[src/rtl/fp_integrated.sv]
// Binary32 multiplier between registered operands A/B and a registered result with status flags.
// Each register has a sync reset, a write enable and a combinational read gate.

module fp_reg #(
  parameter int W = 32
) (
  input  logic         clk,
  input  logic         rst,
  input  logic         we,
  input  logic         re,
  input  logic [W-1:0] d,
  output logic [W-1:0] q
);
  logic [W-1:0] stored;

  always_ff @(posedge clk) begin
    if (rst)     stored <= '0;
    else if (we) stored <= d;
  end

  assign q = re ? stored : '0;
endmodule

module fp_integrated (
  input  logic        clk,
  input  logic        resetA,
  input  logic        resetB,
  input  logic        resetOut,
  input  logic [31:0] a,
  input  logic [31:0] b,
  input  logic        writeEnableA,
  input  logic        writeEnableB,
  input  logic        writeEnableOut,
  input  logic        readEnableA,
  input  logic        readEnableB,
  input  logic        readEnableOut,
  output logic [31:0] product,
  output logic        overflow,
  output logic        infinity,
  output logic        NAN
);
  logic [31:0] opa, opb;
  logic [34:0] res_d, res_q;

  fp_reg #(.W(32)) u_rega (
    .clk(clk), .rst(resetA), .we(writeEnableA), .re(readEnableA), .d(a), .q(opa)
  );
  fp_reg #(.W(32)) u_regb (
    .clk(clk), .rst(resetB), .we(writeEnableB), .re(readEnableB), .d(b), .q(opb)
  );

  logic        sa, sb, sp;
  logic [7:0]  ea, eb;
  logic [22:0] fa, fb, fp;
  logic        a_nan, b_nan, a_inf, b_inf, a_zero, b_zero;
  logic [47:0] mant;
  logic signed [9:0] ep;

  assign {sa, ea, fa} = opa;
  assign {sb, eb, fb} = opb;
  assign sp     = sa ^ sb;
  assign a_nan  = (ea == 8'hFF) && (fa != '0);
  assign b_nan  = (eb == 8'hFF) && (fb != '0);
  assign a_inf  = (ea == 8'hFF) && (fa == '0);
  assign b_inf  = (eb == 8'hFF) && (fb == '0);
  // Denormals have exp==0 and are flushed to zero together with true zeros
  assign a_zero = (ea == 8'h00);
  assign b_zero = (eb == 8'h00);
  assign mant   = {24'd0, 1'b1, fa} * {24'd0, 1'b1, fb};
  assign ep     = $signed({2'b00, ea}) + $signed({2'b00, eb}) - 10'sd127
                + $signed({9'd0, mant[47]});
  assign fp     = mant[47] ? mant[46:24] : mant[45:23];

  // res_d layout: {NAN, infinity, overflow, product}
  always_comb begin
    res_d = '0;
    if (a_nan || b_nan || (a_inf && b_zero) || (b_inf && a_zero))
      res_d = {3'b100, 32'h7FC0_0000};
    else if (a_inf || b_inf)
      res_d = {3'b010, sp, 8'hFF, 23'd0};
    else if (a_zero || b_zero)
      res_d = {3'b000, sp, 31'd0};
    else if (ep >= 10'sd255)
      res_d = {3'b001, sp, 8'hFF, 23'd0};
    else if (ep <= 10'sd0)
      res_d = {3'b000, sp, 31'd0};
    else
      res_d = {3'b000, sp, ep[7:0], fp};
  end

  fp_reg #(.W(35)) u_regout (
    .clk(clk), .rst(resetOut), .we(writeEnableOut), .re(readEnableOut), .d(res_d), .q(res_q)
  );

  assign {NAN, infinity, overflow, product} = res_q;
endmodule

[config.mk]
export PLATFORM = sky130hd
export DESIGN_NAME = fp_integrated
export DESIGN_NICKNAME = d
export VERILOG_FILES = /design/src/rtl/fp_integrated.sv
export SDC_FILE = /design/constraint.sdc
export NUM_CORES = 2
export LEC_CHECK = 0
export CORE_MARGIN = 1
export CORE_UTILIZATION = 56
export CTS_CLUSTER_DIAMETER = 200
export DETAILED_ROUTE_END_ITERATION = 10
export PLACE_DENSITY = 0.77
export SLEW_MARGIN = 25
export SYNTH_ARGS = -nofsm -noshare
export SYNTH_HDL_FRONTEND = slang
export SYNTH_HIERARCHICAL = 1
export SYNTH_SLANG_ARGS = --single-unit
[constraint.sdc]
create_clock -name clk -period 12.3 [get_ports clk]
set_input_delay 1.845 -clock clk [delete_from_list [all_inputs] [get_ports clk]]
set_output_delay 1.845 -clock clk [all_outputs]
set_load 0.005 [all_outputs]
# Yosys cells after proc, flatten, opt, wreduce, memory -nomap -nowiden
# Index checks and enable logic that the tools add are counted.
word_totals:
  reg_bits: 99
  latchBits: 0
  mem_bits_rw: 0
  rom_bits: 0
  input_bits: 74
  out_inout_bits: 35
  wordCells: 38
  n_memories: 0
classes:
  add_sub_neg: 3
  mul: 1
  div: 0
  n_lt_le_gt_ge: 2
  n_eq_ne: 2
  n_shift: 0
  n_mux: 9
  n_bitwise: 1
  reduce_logical: 17
ops:
  columns: ["op", "n"]
  rows:
  - ["$mux W35", 2]
  - ["$mux W33", 2]
  - ["$mux W32", 2]
  - ["$mul A24 B24 Y48", 1]
  - ["$logic_not A23 Y1", 2]
  - ["$reduce_bool A23 Y1", 2]
  - ["$mux W34", 1]
  - ["$mux W31", 1]
  - ["$mux W23", 1]
  - ["$eq A8 B8 Y1 const B", 2]
  - ["$logic_not A8 Y1", 2]
  - ["$add A10 B2 Y10", 1]
  - ["$ge A10 B9 Y1 const B", 1]
  - ["$le A10 B1 Y1 const B", 1]
  - ["$sub A9 B7 Y10 const B", 1]
  - ["$add A8 B8 Y9", 1]
  - ["$logic_and A1 B1 Y1", 6]
  - ["$logic_or A1 B1 Y1", 5]
  - ["$xor A1 B1 Y1", 1]

# Depth between registers and ports, before layout
depth:
  ltp_word: 10
  mapped_depth: 45
  ltp_nobuf: 42

# Hierarchy
# The synthesis kept the hierarchy.
by_module_without_submodules:
  columns: ["module", "instances", "cells_each", "area_per_inst_um2", "seq_area_each_um2"]
  rows:
  - ["fp_integrated", 1, 2231, 19209.7, 0.0]
  - ["fp_reg at u_rega ...", 2, 138, 1375.1, 640.6]
  - ["fp_reg at u_regout", 1, 151, 1502.7, 700.7]

# Worst setup path after synthesis
# No wires, ideal clock.
synth_path:
  kind: "input-to-reg"
  from: "input readEnableB"
  to: "register u_regout.stored[14]"
  setup_ns: 0.065
  t_arrival_ns: 11.018
  required_time_ns: 12.235
  slack_ns: 1.217
  stages: 44
  n_path_buf: 5
  cell_sequence: "clkbuf_1 and2_1 clkbuf_1 clkbuf_1 nand2_1 fa_1 inv_1 fa_1 inv_1 fa_1 inv_1 fa_1 fa_1 inv_1 fa_1 fa_1 inv_1 ha_1 [... 8 more ...] o211ai_2 buf_2 nand2_1 nand2_1 ha_1 inv_1 fa_1 nand2b_1 a21oi_1 o31ai_1 a21oi_1 xor2_1 a21oi_1 o21a_1 nand3_1 a2111oi_1 mux2i_1 nor2_1"
synth_via:
  word_cells_on_any_way: 26
  cone_classes: "add/sub: 3; mul: 1; order compare: 2; eq/ne: 1; mux: 7; reduce/logical: 12"
synth_rtl:
  columns: ["item", "line", "text"]
  rows:
  - ["start, declared", "35", "input logic readEnableB,"]
  - ["$mux W32 (*)", "21", "assign q = re ? stored : '0;"]
  - ["named net opb[12]", "42", "logic [31:0] opa, opb;"]
  - ["$mul A24 B24 Y48", "69", "assign mant = {24'd0, 1'b1, fa} * {24'd0, 1'b1, fb};"]
  - ["$add A10 B2 Y10", "71", "+ $signed({9'd0, mant[47]});"]
  - ["$le A10 B1 Y1", "85", "else if (ep <= 10'sd0)"]
  - ["$mux W31", "85", null]
  - ["$mux W33", "83", "else if (ep >= 10'sd255)"]
  - ["$mux W33", "81", "else if (a_zero || b_zero)"]
  - ["$mux W34", "79", "else if (a_inf || b_inf)"]
  - ["$mux W35 (*)", "77", "if (a_nan || b_nan || (a_inf && b_zero) || (b_inf && a_zero))"]
  - ["named net res_d[14]", "43", "logic [34:0] res_d, res_q;"]
  - ["end signal, assigned", "17", "if (rst) stored <= '0;"]
  - ["end signal, assigned", "18", "else if (we) stored <= d;"]
  - ["end, declared", "14", "logic [W-1:0] stored;"]
# Mark *: on every way through the listed nets, which the timed path passes. The rest lies on a longest branch.
# A chain may end at the register's enable or synchronous reset.

# Worst setup path in the final report
layout_path:
  from: "input readEnableA"
  to: "register u_regout.stored[8]"
layout_via:
  word_cells_on_any_way: 26
  cone_classes: "add/sub: 3; mul: 1; order compare: 2; eq/ne: 1; mux: 7; reduce/logical: 12"
layout_rtl:
  columns: ["item", "line", "text"]
  rows:
  - ["start, declared", "34", "input logic readEnableA,"]
  - ["$mux W32 (*)", "21", null]
  - ["named net opa[3]", "42", null]
  - ["$mul A24 B24 Y48", "69", null]
  - ["$add A10 B2 Y10", "71", null]
  - ["$le A10 B1 Y1", "85", null]
  - ["$mux W31", "85", null]
  - ["$mux W33", "83", null]
  - ["$mux W33", "81", null]
  - ["$mux W34", "79", null]
  - ["$mux W35 (*)", "77", null]
  - ["named net res_d[8]", "43", null]
# Marked as above.

==> results by stage <==
Synth:
- In this run the cell area of the synthesized design comes to 23500 µm².
- The average size of a mapped cell is 8.83 µm².
- The register area share after synthesis is 8.45%.
- The Yosys step of the flow raised 6 warnings.
- Counting distinct cell types in the post-synthesis netlist gives slightly below 70.
- The cell count after synthesis came out at 2658.
- The post-synth net total is 3398.
- The fraction of synthesis flops using an asynchronous set or reset pin is 0%.
- The commonest register cell after synthesis is dfxtp_1.
- The count of flip-flops with a built-in enable after synthesis is 0.
- The total of flip-flops plus latches after synthesis is 99.

Power:
- The part of the power in registers is 32.0%.
- The power density relative to cell area is 41.4 nW/µm².
- The maximum resistive drop on vdd is 0.000111 V.
- Summed over all nets, the switching power comes to 0.000406 W.
- The internal power contribution is 0.000658 W.
- The clock network fraction of total power is 29.7%.
- The static leakage is 13.0 nW.
- The total power consumption of the routed design is around 0.0011 W.
- Of the total power, the share spent switching nets is 38.2%.
- Of the total power, combinational logic draws 38.3%.

STA:
- The sum of negative setup slack is 0 ps.
- Setup violations remaining at the end of the flow were counted as 0.
- The worst pin sits at a relative slew slack of 26.0%.
- At the pin with the least slew margin, the transition time is 1100 ps.
- The worst path uses 96.7% of the clock period.
- The highest clock frequency the design can meet is 0.0841 GHz.
- The final hold slack is between 400 and 500 ps.
- The number of hold violations in the final report is 0.
- The clock period minus final worst setup slack is 11890 ps.
- Setup repair after global routing left no endpoint under its margin.
- The worst clock skew is around 12 ps.
- The number of slew-limit violations in the final report is 0.

Min path:
- The type of the worst min-delay path is reg2reg.

Clocking:
- The level count of the clock H-tree is 3.
- The number of buffers inserted by hold repair at cts is 0.
- The clock-pin slew on the worst setup and hold paths is 70 ps.
- The insertion delay of the later-clocked pin in the worst-skew pair is 380 ps.
- The longest clock path from root to sink contains 2 buffers.
- CTS saw 99 sinks.
- The CTS root buffer is clkbuf_16.
- In this run, post-CTS repair resized a total of 0 instances.
- The number of clock buffers added by TritonCTS is 9.
- The TritonCTS clock tree is built.
- The post-CTS setup repair buffer count is 0.

Route:
- The detailed-route vias per instance is 5.56.
- The number of nets with antenna violations after routing is 0.
- The DRC violation count after routing is 0.
- After the first detailed-routing iteration, the DRC count stood at 1198.
- The first detailed-routing pass ran for 5 iterations.
- The routed layout has 18200 vias.
- The routed length per instance is 19.4 µm.
- The detailed-route wire length is roughly 64000 µm.

Die:
- The area of the placeable core is between 40000 and 50000 µm².
- The die area is roughly 43000 µm².
- The horizontal extent of the die is 207 µm.
- The initial standard-cell utilization of the core is 57.1%.
- Row generation in the floorplan step produced 74 rows.
- The floorplan step set the die height to 207 µm.
- During I/O placement, the number of pins put on the boundary was 109.

GRT:
- The residual overflow from global routing is 0.
- The number of global-route vias before repair is 19700.
- The initial antenna violation count is 0.
- The largest net degree at the start of global routing is 36.
- The global-route usage over all layers is 31.4%.
- The global-route wire length before repair is a little over 100000 µm.

Critical path:
- The data required time at the worst endpoint is 12610 ps.
- The capturing element type of the critical path is a flip-flop.
- The kind of cell adding the most delay to the critical path is adder cells.
- The slowest stage of the critical path belongs to the cell fa_1.
- The cell occurring most often along the worst timing path is fa_1.
- Along the worst path, the maximum fanout reaches 32.
- The data arrival at the endpoint of the critical path is between 10000 and 15000 ps.
- The critical path contains buffers and inverters numbering 8 combined.
- STA classifies the critical path startpoint as a primary input.
- The setup path with the least slack is of type in2reg.
- On the worst path, the slowest cell contributes a delay of 610 ps.

Final layout:
- The number of antenna diodes in the final layout is 0.
- The final net count is 3481.
- The ratio of cells with drive above 1 in the final layout is 5.83%.
- Compared with the post-synthesis result, the final layout area differs by 9.47%.
- The number of fillers in the final layout is roughly 3500.

Placed design:
- The congestion estimate from routability-driven global placement came to 0.982.
- Summed over all nets, the half-perimeter wirelength after detailed placement is 53000 µm.
- In this run the tool buffered the top-level ports with 108 buffer cells.

Run status:
- The run finished with clean final reports.

Job:
- Max-cap violations in this run came to 0.
[layout make-up]
| type | count | area (µm²) | share of cell area [%] |
|---|---|---|---|
| flip-flops and latches | 99 | 1980 | 7.72 |
| well taps | 532 | 666 | 2.59 |
| inverters | 578 | 2170 | 8.45 |
| multi-input cells | 1851 | 18700 | 72.8 |
| repair buffers | 202 | 1840 | 7.15 |
| clock buffers | 9 | 225 | 0.877 |
| clock inverters | 7 | 103 | 0.399 |
[layer usage]
layer | global-route usage [%] | vias to the layer above | wire (µm)
met5 | 0 | - | 0
met4 | 13.8 | 0 | 2700
met3 | 5.97 | 192 | 5170
met2 | 52.5 | 761 | 30900
met1 | 39.6 | 9191 | 24900
li1 | - | 8072 | -
[worst register-to-register path: cells and delay by family, from the launching register on]
kind | cells | cell delay [ps]
and+or+nand+nor | 10 | 1930
muxes | 1 | 120
buffers and inverters | 6 | 720
adders and majority gates | 10 | 4650
DFF | 1 | 380
AOI/OAI and AO/OA | 10 | 2260
[cells in the final DEF, fill, tap and decap left out, types with 3 or more instances in the layout]
cell and count:
a211oi_1 4, clkbuf_16 9, and2_1 276, xnor2_1 19, and2_4 16, nor2_1 174
nand2b_1 7, or3_1 4, o31ai_1 3, buf_2 7, a21o_1 15, ha_1 184
a21oi_1 50, and3_1 6, fa_1 482, buf_12 6, nor4_1 15, nor3_1 14
mux2i_1 108, nand2_1 343, xor2_1 10, o21bai_1 5, buf_4 85, dfxtp_1 99
nand3b_1 3, o211ai_1 3, nand3_1 4, a31oi_1 5, and2_2 17, clkdlybuf4s50_1 102
o21ai_0 20, nand4_1 14, o21a_1 8, inv_1 575
[path summary, 6_finish.rpt]
path,start,end,slack (ps),cells after the start
setup / recovery,readEnableA,u_regout/stored[8]$_SDFFE_PP0P_,410,39
hold / removal,u_regout/stored[22]$_SDFFE_PP0P_,u_regout/stored[22]$_SDFFE_PP0P_,490,2
setup reg to reg,u_rega/stored[3]$_SDFFE_PP0P_,u_regout/stored[8]$_SDFFE_PP0P_,2200,37
hold reg to reg,u_regout/stored[22]$_SDFFE_PP0P_,u_regout/stored[22]$_SDFFE_PP0P_,490,2
[Yosys cell counts, drive strengths merged (3+ instances only)]
cell type / count / area (µm²)
and2: 310 / 1940
dfxtp: 99 / 1980
nand4: 14 / 87.6
ha: 184 / 2300
o41ai: 3 / 33.8
o21bai: 5 / 37.5
nand2: 343 / 1290
fa: 482 / 9650
or3: 4 / 25.0
o21ai: 21 / 109
and3: 6 / 37.5
a31oi: 5 / 31.3
a211oi: 4 / 30.0
a21o: 15 / 113
clkbuf: 104 / 390
nor4: 16 / 115
inv: 576 / 2160
nand3: 5 / 25.0
o211ai: 4 / 35.0
xor2: 10 / 87.6
nand3b: 3 / 22.5
mux2i: 108 / 1080
nor3: 15 / 86.3
nand2b: 7 / 43.8
buf: 26 / 290
xnor2: 19 / 166
o21a: 9 / 68.8
nor2: 174 / 653
o31ai: 4 / 43.8
a21oi: 51 / 259
[logic make-up (layout without fill, tap and decap cells)]
| group | after synthesis | count (layout) | share of synthesized area (%) |
|---|---|---|---|
| mux | 108 | 108 | 4.61 |
| buf+inv | 708 | 796 | 12.1 |
| xor+xnor | 29 | 29 | 1.08 |
| compound gates | 144 | 144 | 4.12 |
| flops | 99 | 99 | 8.45 |
| simple gates | 904 | 904 | 18.7 |
| fa+ha+maj | 666 | 666 | 50.9 |
[state kept, by name, summed over array words and instances, names as in the netlist]
signal / flops
u_regout/stored: 35
u_regb/stored: 32
u_rega/stored: 32
[through the flow]
stage	util [%]	std cells	worst slack [ps]	instance area (µm²)
6_report	62.5	3278	412	25700
3_3_place_gp	61.5	3261	-21.7	25300
3_5_place_dp	61.5	3261	-223	25300
4_1_cts	62.3	3277	150	25600
2_1_floorplan	-	2658	1220	23500
5_1_grt	62.5	3278	8.48	25700
[power by group through the flow]
stage / clock (W) / sequential [W] / combinational (W)
5_1_grt: 0.000334 / 0.000342 / 0.000445
4_1_cts: 0.000323 / 0.000340 / 0.000401
6_report: 0.000316 / 0.000341 / 0.000408
3_5_place_dp: 0 / 0.000348 / 0.000398
2_1_floorplan: 0 / 0.000345 / 0.000258
3_3_place_gp: 0 / 0.000347 / 0.000386
Power figures use the tool's default switching activity.
